===== src/rtl/core_ctrl_pkg.sv =====
// Shared types for the core pipeline sequencing logic: FSM states, the
// hard-wired zero register index and the per-stage register control bundle.
package core_ctrl_pkg;

  typedef enum logic [1:0] {
    RUN  = 2'd0,
    WAIT = 2'd1,
    ERR  = 2'd2
  } state_e;

  localparam logic [4:0] REG_ZERO = 5'd0;

  typedef struct packed {
    logic pc_write;
    logic if_id_write;
    logic if_id_flush;
    logic id_ex_hold;
    logic id_ex_bubble;
    logic ex_mem_hold;
    logic mem_wb_bubble;
  } stage_ctrl_t;

endpackage


===== src/rtl/core_load_use_detect.sv =====
// Load-use comparator: the load in EX writes a register the ID instruction
// reads. r0 never carries a dependency.
module core_load_use_detect
  import core_ctrl_pkg::*;
(
  input  logic [4:0] id_rs,
  input  logic [4:0] id_rt,
  input  logic       id_uses_rs,
  input  logic       id_uses_rt,
  input  logic       ex_mem_memread,
  input  logic [4:0] ex_reg_rt,
  output logic       load_use
);

  logic rs_hit;
  logic rt_hit;

  assign rs_hit   = id_uses_rs && (id_rs == ex_reg_rt);
  assign rt_hit   = id_uses_rt && (id_rt == ex_reg_rt);
  assign load_use = ex_mem_memread && (ex_reg_rt != REG_ZERO) && (rs_hit || rt_hit);

endmodule


===== src/rtl/core_hazard_ctrl.sv =====
// Pipeline sequencing controller: per-cycle advance/hold/bubble decisions for
// load-use, branch flush and multi-cycle memory access, with stuck-access timeout.
module core_hazard_ctrl
  import core_ctrl_pkg::*;
#(
  parameter int TIMEOUT = 256,
  parameter int CNT_W   = 16
)
(
  input  logic             clk,
  input  logic             rst,
  input  logic [4:0]       id_rs,
  input  logic [4:0]       id_rt,
  input  logic             id_uses_rs,
  input  logic             id_uses_rt,
  input  logic             ex_mem_memread,
  input  logic [4:0]       ex_reg_rt,
  input  logic             branch_taken,
  input  logic             mem_req,
  input  logic             mem_ack,
  output logic             pc_write,
  output logic             if_id_write,
  output logic             if_id_flush,
  output logic             id_ex_hold,
  output logic             id_ex_bubble,
  output logic             ex_mem_hold,
  output logic             mem_wb_bubble,
  output logic             mem_timeout,
  output logic [CNT_W-1:0] stall_cnt
);

  localparam int WAIT_W = (TIMEOUT < 2) ? 1 : $clog2(TIMEOUT);
  localparam logic [WAIT_W-1:0] WAIT_LAST = WAIT_W'(TIMEOUT - 1);

  state_e            state;
  state_e            state_nxt;
  logic [WAIT_W-1:0] wait_cnt;
  logic [WAIT_W-1:0] wait_cnt_nxt;
  logic              load_use;
  logic              freeze;
  stage_ctrl_t       ctrl;

  core_load_use_detect u_load_use (
    .id_rs          (id_rs),
    .id_rt          (id_rt),
    .id_uses_rs     (id_uses_rs),
    .id_uses_rt     (id_uses_rt),
    .ex_mem_memread (ex_mem_memread),
    .ex_reg_rt      (ex_reg_rt),
    .load_use       (load_use)
  );

  assign freeze = ((state == RUN)  && mem_req && !mem_ack) ||
                  ((state == WAIT) && !mem_ack) ||
                  (state == ERR);

  always_ff @(posedge clk) begin
    if (rst) begin
      state     <= RUN;
      wait_cnt  <= '0;
      stall_cnt <= '0;
    end else begin
      state    <= state_nxt;
      wait_cnt <= wait_cnt_nxt;
      if (!ctrl.pc_write && (stall_cnt != '1))
        stall_cnt <= stall_cnt + CNT_W'(1);
    end
  end

  // wait_cnt counts frozen cycles already spent on the outstanding access
  always_comb begin
    state_nxt    = state;
    wait_cnt_nxt = wait_cnt;
    case (state)
      RUN: begin
        if (mem_req && !mem_ack) begin
          if (TIMEOUT == 1) begin
            state_nxt = ERR;
          end else begin
            state_nxt    = WAIT;
            wait_cnt_nxt = WAIT_W'(1);
          end
        end
      end
      WAIT: begin
        if (mem_ack) begin
          state_nxt    = RUN;
          wait_cnt_nxt = '0;
        end else if ((TIMEOUT != 0) && (wait_cnt == WAIT_LAST)) begin
          state_nxt = ERR;
        end else begin
          wait_cnt_nxt = wait_cnt + WAIT_W'(1);
        end
      end
      ERR:     state_nxt = ERR;
      default: state_nxt = RUN;
    endcase
  end

  // A frozen cycle defers branch and load-use; they re-evaluate once it lifts
  always_comb begin
    ctrl = '{pc_write: 1'b1, if_id_write: 1'b1, default: 1'b0};
    if (rst) begin
      ctrl.pc_write      = 1'b0;
      ctrl.if_id_write   = 1'b0;
      ctrl.if_id_flush   = 1'b1;
      ctrl.id_ex_bubble  = 1'b1;
      ctrl.mem_wb_bubble = 1'b1;
    end else if (freeze) begin
      ctrl.pc_write      = 1'b0;
      ctrl.if_id_write   = 1'b0;
      ctrl.id_ex_hold    = 1'b1;
      ctrl.ex_mem_hold   = 1'b1;
      ctrl.mem_wb_bubble = 1'b1;
    end else if (branch_taken) begin
      ctrl.if_id_flush  = 1'b1;
      ctrl.id_ex_bubble = 1'b1;
    end else if (load_use) begin
      ctrl.pc_write     = 1'b0;
      ctrl.if_id_write  = 1'b0;
      ctrl.id_ex_bubble = 1'b1;
    end
  end

  assign pc_write      = ctrl.pc_write;
  assign if_id_write   = ctrl.if_id_write;
  assign if_id_flush   = ctrl.if_id_flush;
  assign id_ex_hold    = ctrl.id_ex_hold;
  assign id_ex_bubble  = ctrl.id_ex_bubble;
  assign ex_mem_hold   = ctrl.ex_mem_hold;
  assign mem_wb_bubble = ctrl.mem_wb_bubble;
  assign mem_timeout   = (state == ERR);

endmodule


===== config.mk =====
export PLATFORM = sky130hd
export DESIGN_NAME = core_hazard_ctrl
export DESIGN_NICKNAME = d
export VERILOG_FILES = /design/src/rtl/core_ctrl_pkg.sv /design/src/rtl/core_load_use_detect.sv /design/src/rtl/core_hazard_ctrl.sv
export SDC_FILE = /design/constraint.sdc
export NUM_CORES = 1
export LEC_CHECK = 0
export CAP_MARGIN = 30
export CORE_MARGIN = 3
export CORE_UTILIZATION = 50
export CTS_CLUSTER_DIAMETER = 50
export CTS_CLUSTER_SIZE = 40
export DETAILED_ROUTE_END_ITERATION = 8
export DONT_BUFFER_PORTS = 1
export SYNTH_ARGS = -nofsm -noshare
export SYNTH_HDL_FRONTEND = slang
export SYNTH_SLANG_ARGS = --single-unit
export TNS_END_PERCENT = 10

===== constraint.sdc =====
create_clock -name clk -period 2.9 [get_ports clk]
set_input_delay 0.58 -clock clk [delete_from_list [all_inputs] [get_ports clk]]
set_output_delay 0.58 -clock clk [all_outputs]
set_load 0.03 [all_outputs]

Word level (Yosys, flattened, before mapping)
Cells that the tools add are included.

Flip-flop bits (word level): 26. Latch bits: 0. Memory bits (writable): 0. ROM bits: 0. Input port bits: 23. Output and inout port bits: 24. Word-level logic and storage cells: 56. Memories kept: 0.

Add/subtract/negate cells: 2. $mul: 0. Divide/modulo/power cells: 0. $lt $le $gt $ge: 0. Equality and inequality tests: 9. Shift operators: 0. Multiplexer cells: 23. Bitwise logic cells: 0. Reduce and logical (&&, ||, !) cells: 19.

Operator list (number): $mux W8 (3); $add A16 B1 Y16 const B (1); $ne A16 B16 Y1 const B (1); $pmux W8 S2 (1); $mux W2 (7); $eq A5 B5 Y1 (2); $mux W1 (10); $logic_and A1 B1 Y1 (9); $add A8 B1 Y8 const B (1); $eq A8 B8 Y1 const B (1); $pmux W2 S3 (1); $reduce_bool A5 Y1 (1); $logic_or A1 B1 Y1 (3); $mux W3 (1); $ne A3 B2 Y1 const B (1); $ne A3 B3 Y1 const B (1); $reduce_and A3 Y1 (1); $eq A2 B1 Y1 const B (1); $eq A2 B2 Y1 const B (1); $logic_not A1 Y1 (2); $logic_not A2 Y1 (1); $ne A2 B1 Y1 const B (1); $reduce_and A2 Y1 (1); $reduce_bool A2 Y1 (1).

Depth between registers and ports, before layout
Depth in word-level cells: 10. Gate-level depth with buffers: 8.

Modules after synthesis
From an unflattened synthesis, not the netlist that was laid out.

Cell total of the unflattened synthesis: 190. Area, all modules: 1584.0 µm².

Modules (own cells, without submodules): core_hazard_ctrl (times used 1, cells an instance 173, area an instance 1450.1 µm², seq. area each 520.5 µm²); core_load_use_detect (times used 1, cells an instance 17, area an instance 133.9 µm², seq. area each 0.0 µm²).

Least setup slack after synthesis
No wires, ideal clock.

Path kind: input port to output port. Start point: input ex_reg_rt[1]. End point: output pc_write. Arrival: 2123 ps. Required time: 2320 ps. Slack: 197 ps. Stages on the path: 7. Buffers on the path: 3. Path through: or4_1 o21ai_1 or2_2 o21a_2 buf_6 buf_2 buf_4.

Cells in the longest elaborated chain, start to end: 8. Elaborated cells on any way between the ends: 12. Those cells by class: eq/ne (2); mux (4); reduce/logical (6).

RTL lines: start, declared (RTL line core_hazard_ctrl.sv:17) `input logic [4:0] ex_reg_rt,`; $eq A5 B5 Y1, on equally long branches (RTL line core_load_use_detect.sv:18, core_load_use_detect.sv:19); $logic_and A1 B1 Y1, on equally long branches (RTL line core_load_use_detect.sv:18, core_load_use_detect.sv:19); $logic_or A1 B1 Y1 (RTL line core_load_use_detect.sv:20) `assign load_use = ex_mem_memread && (ex_reg_rt != REG_ZERO) && (rs_hit || rt_hit);`; $logic_and A1 B1 Y1 (*) (RTL line core_load_use_detect.sv:20); $mux W2 (*) (RTL line core_hazard_ctrl.sv:118) `end else if (load_use) begin`; $mux W2 (*) (RTL line core_hazard_ctrl.sv:115) `end else if (branch_taken) begin`; $mux W2 (*) (RTL line core_hazard_ctrl.sv:109) `end else if (freeze) begin`; $mux W3 (*) (RTL line core_hazard_ctrl.sv:103) `if (rst) begin`; end, declared (RTL line core_hazard_ctrl.sv:21) `output logic pc_write,`.

Every way passes the cells marked *; elsewhere a longest branch is shown, timed or not.

Final worst setup path
Start point: input ex_reg_rt[1]. End point: output if_id_write.

Cells in the longest elaborated chain, start to end: 8. Elaborated cells on any way between the ends: 12. Those cells by class: eq/ne (2); mux (4); reduce/logical (6).

RTL lines: $eq A5 B5 Y1, on equally long branches (RTL line core_load_use_detect.sv:18, core_load_use_detect.sv:19); $logic_and A1 B1 Y1, on equally long branches (RTL line core_load_use_detect.sv:18, core_load_use_detect.sv:19); $logic_or A1 B1 Y1 (RTL line core_load_use_detect.sv:20); $logic_and A1 B1 Y1 (*) (RTL line core_load_use_detect.sv:20); $mux W2 (*) (RTL line core_hazard_ctrl.sv:118); $mux W2 (*) (RTL line core_hazard_ctrl.sv:115); $mux W2 (*) (RTL line core_hazard_ctrl.sv:109); $mux W3 (*) (RTL line core_hazard_ctrl.sv:103); end, declared (RTL line core_hazard_ctrl.sv:22) `output logic if_id_write,`.

Marked as above.

==> impl_results.md <==
* Mapped Area at 0.00153 mm²
* CTS buffer count at 3
* Detail Route Antenna Nets at 0
* Post-CTS Hold Fix Bufs at 0
* Minimum clock period at 2.59 ns
* Post-Place Cells at 215
* Total track usage at 19.6%
* Grt ovf at 0
* CTS resizes at 0
* FF/Latch Area at 520 µm²
* Highest Clock Rate at 0.385 GHz
* Via density at 6.39
* Slowest cell on crit path: o21a_2
* Final Instance Count excl. Fillers at 219
* Most common cell after layout, fill and taps aside: dfxtp_1
* Crit Path Class: in2out
* Arrival @ worst endpoint at 2.01 ns
* Core ar. at 0.00283 mm²
* Worst VDD drop at 0.297 mV
* DP Worst Slack at 0.258 ns
* Die Y at 61.3 µm
* Yosys warns at 0
* Seq cells post-synth at 26
* Gate family responsible for the most delay along the worst path: compound AO/OA/AOI/OAI gates
* Final Hold Fails at 0
* Reg2Reg Setup Slack at 0.48 ns
* Share of layout cells above drive strength 1 at 9.04%
* Critical path required time at 2.32 ns
* Fillcell total at 262
* MaxCap Viol Count at 0
* I/O pin count at 47
* Largest net degree at the start of global routing at 28
* Critical Path End: if_id_write
* Dpl hpwl at 2510 µm
* IO Port Bufs at 0
* Final WL at 3420 µm
* Post-Syn Nets at 212
* Reg2reg path depth at 6
* Cells after Synth at 187
* Setup violators final at 0
* CTS root buf: clkbuf_4
* CTS sink count at 26
* Row cnt at 19
* PwrDens at 431 mW/mm²
* Clock skew at 0.00402 ns
* Area growth, synth to finish at 5.81%
* Routed len/inst at 15.6 µm
* Gp weighted congestion at 0.755
* Setup bufs post-CTS at 0
* Vias after detailed routing at 1399
* TritonCTS clock tree: yes
* Die Area at 0.00376 mm²
* N_diodes at 0
* Critical path depth at 4
* Drt drc at 0
* Multi-input logic area at 947 µm²
* Critical-path cell list: or4_1, o21ai_1, or2_2, o21a_2
* Worst-Margin Slew at 0.728 ns
* Tightest Hold Check Type: in2reg
* Vias in the first global route at 1277
* Crit path largest cell delay at 0.60 ns
* Leak at 0.531 nW
* Final Instance Area at 0.00162 mm²
* Worst Setup SP: ex_reg_rt[1]
* Final net count at 214
* Crit path buf inv count at 0
* Syn Area/Cell at 8.18 µm²
* DRT Pass-1 Iters at 4
* Most frequent cells in the layout: dfxtp_1 (26), nor2_1 (22), a21oi_1 (17)
* Final worst slack at 0.306 ns
* CP endpoint kind: output pin
* Slew HR at 51.5%
* Post-place instance area at 0.00157 mm²
* Clock Pin Slew Worst Setup and Hold Paths at 0.15 ns
* Origin of the critical flop-to-flop path: stall_cnt[3]
* Library cells used by synthesis at 44
* Min Hold Slack at 0.293 ns
* Register area share after synthesis at 34.0%
* Die width at 61.3 µm
* R2R Path End: stall_cnt[7]
* Critical Path Fanout Max at 26
* Worst Setup Start Kind: input pin
* Initial antenna violation count at 0
* Outcome: completed
* Setup tns final at 0 ns
* RSZ-0062 raised after global routing: false
* Global-route wire length before repair at 5580 µm
* Crit share post-route at 89.5%
* CTS Buffer Depth at 2
* Initial cell density of the core at 54.1%
* Drt initial violations at 88
* Max Slew Vio Count at 0
* Worst skew pair latency at 0.33 ns
* CTS H-tree depth at 1
-- worst min-delay path by stage --
| stage | start | endpoint | slack [ns] | depth (start not counted) |
|---|---|---|---|---|
| 2_1_floorplan | wait_cnt[1] | wait_cnt[1] | 0.46 | 2 |
| 3_3_place_gp | wait_cnt[1] | wait_cnt[1] | 0.46 | 2 |
| 3_5_place_dp | wait_cnt[1] | wait_cnt[1] | 0.48 | 2 |
| 4_1_cts | rst | stall_cnt[3] | 0.28 | 1 |
| 5_1_grt | rst | stall_cnt[8] | 0.27 | 1 |
| 6_report | rst | stall_cnt[3] | 0.29 | 1 |
-- per-layer routing --
metal / GRT usage (%) / part of all wire, % / vias to the layer above
met1: 25.0 / 44 / 643
met3: 7.97 / 9.2 / 4
met5: 0 / 0 / -
met4: 5.57 / 0.91 / 0
li1: - / - / 695
met2: 30.4 / 46 / 57
-- through the flow --
step | util [%] | total power [mW]
after floorplan | - | 0.448
after global placement | 55.4 | 0.452
after detailed placement | 55.4 | 0.454
after CTS | 57.2 | 0.707
after global routing | 57.2 | 0.730
final | 57.2 | 0.698
-- cell type report --
| class | instances | share of cell area [%] |
|---|---|---|
| clock inverter | 1 | 1.85 |
| tap | 31 | 2.40 |
| sequential | 26 | 32.1 |
| clock buffer | 3 | 1.39 |
| timing repair buffer | 6 | 2.78 |
| inverter | 4 | 0.927 |
| multi-input combinational | 148 | 58.5 |
-- state kept, by name, indices dropped and copies added, names as in the netlist --
signal,cells
stall_cnt,16
wait_cnt,8
state,2
-- power breakdown --
part | switching, mW | total [mW] | internal (mW)
combinational | 0.0482 | 0.0745 | 0.0264
clock | 0.112 | 0.252 | 0.140
sequential | 0.00912 | 0.372 | 0.363
total | 0.170 | 0.698 | 0.529
-- synth_stat cells (all sizes together) --
| cell | n | area [µm²] |
|---|---|---|
| and4 | 3 | 26.3 |
| o2111ai | 1 | 8.76 |
| nor3b | 2 | 15.0 |
| inv | 4 | 15.0 |
| nor3 | 4 | 20.0 |
| nand4 | 6 | 37.5 |
| a21oi | 17 | 85.1 |
| or3 | 1 | 6.26 |
| xnor2 | 2 | 17.5 |
| nor4 | 5 | 37.5 |
| ha | 2 | 25.0 |
| nand2 | 7 | 26.3 |
| a211oi | 1 | 7.51 |
| a21o | 1 | 7.51 |
| nor2b | 4 | 25.0 |
| nand3 | 11 | 55.1 |
| buf | 7 | 45.0 |
| nand2b | 2 | 12.5 |
| nor2 | 22 | 82.6 |
| o21ai | 5 | 25.0 |
| a2111oi | 1 | 8.76 |
| dfxtp | 26 | 521 |
| o211ai | 1 | 7.51 |
| or2 | 2 | 12.5 |
| o21bai | 3 | 22.5 |
| clkbuf | 2 | 7.51 |
| xor2 | 14 | 123 |
| o22ai | 1 | 6.26 |
| a32oi | 1 | 8.76 |
| o21a | 1 | 8.76 |
| nor4b | 1 | 15.0 |
| or4 | 9 | 67.6 |
| and3 | 3 | 18.8 |
| o31ai | 9 | 67.6 |
| and2 | 2 | 12.5 |
| mux2 | 3 | 33.8 |
| o41ai | 1 | 8.76 |
-- cell families after synthesis --
group,share of synthesized area (%)
compound gates,17.8
simple gates,30.7
xor+xnor,9.16
fa+ha+maj,1.64
buf+inv,4.41
flops,34.0
mux,2.21
Note: power is estimated with default switching activity, not from simulation.
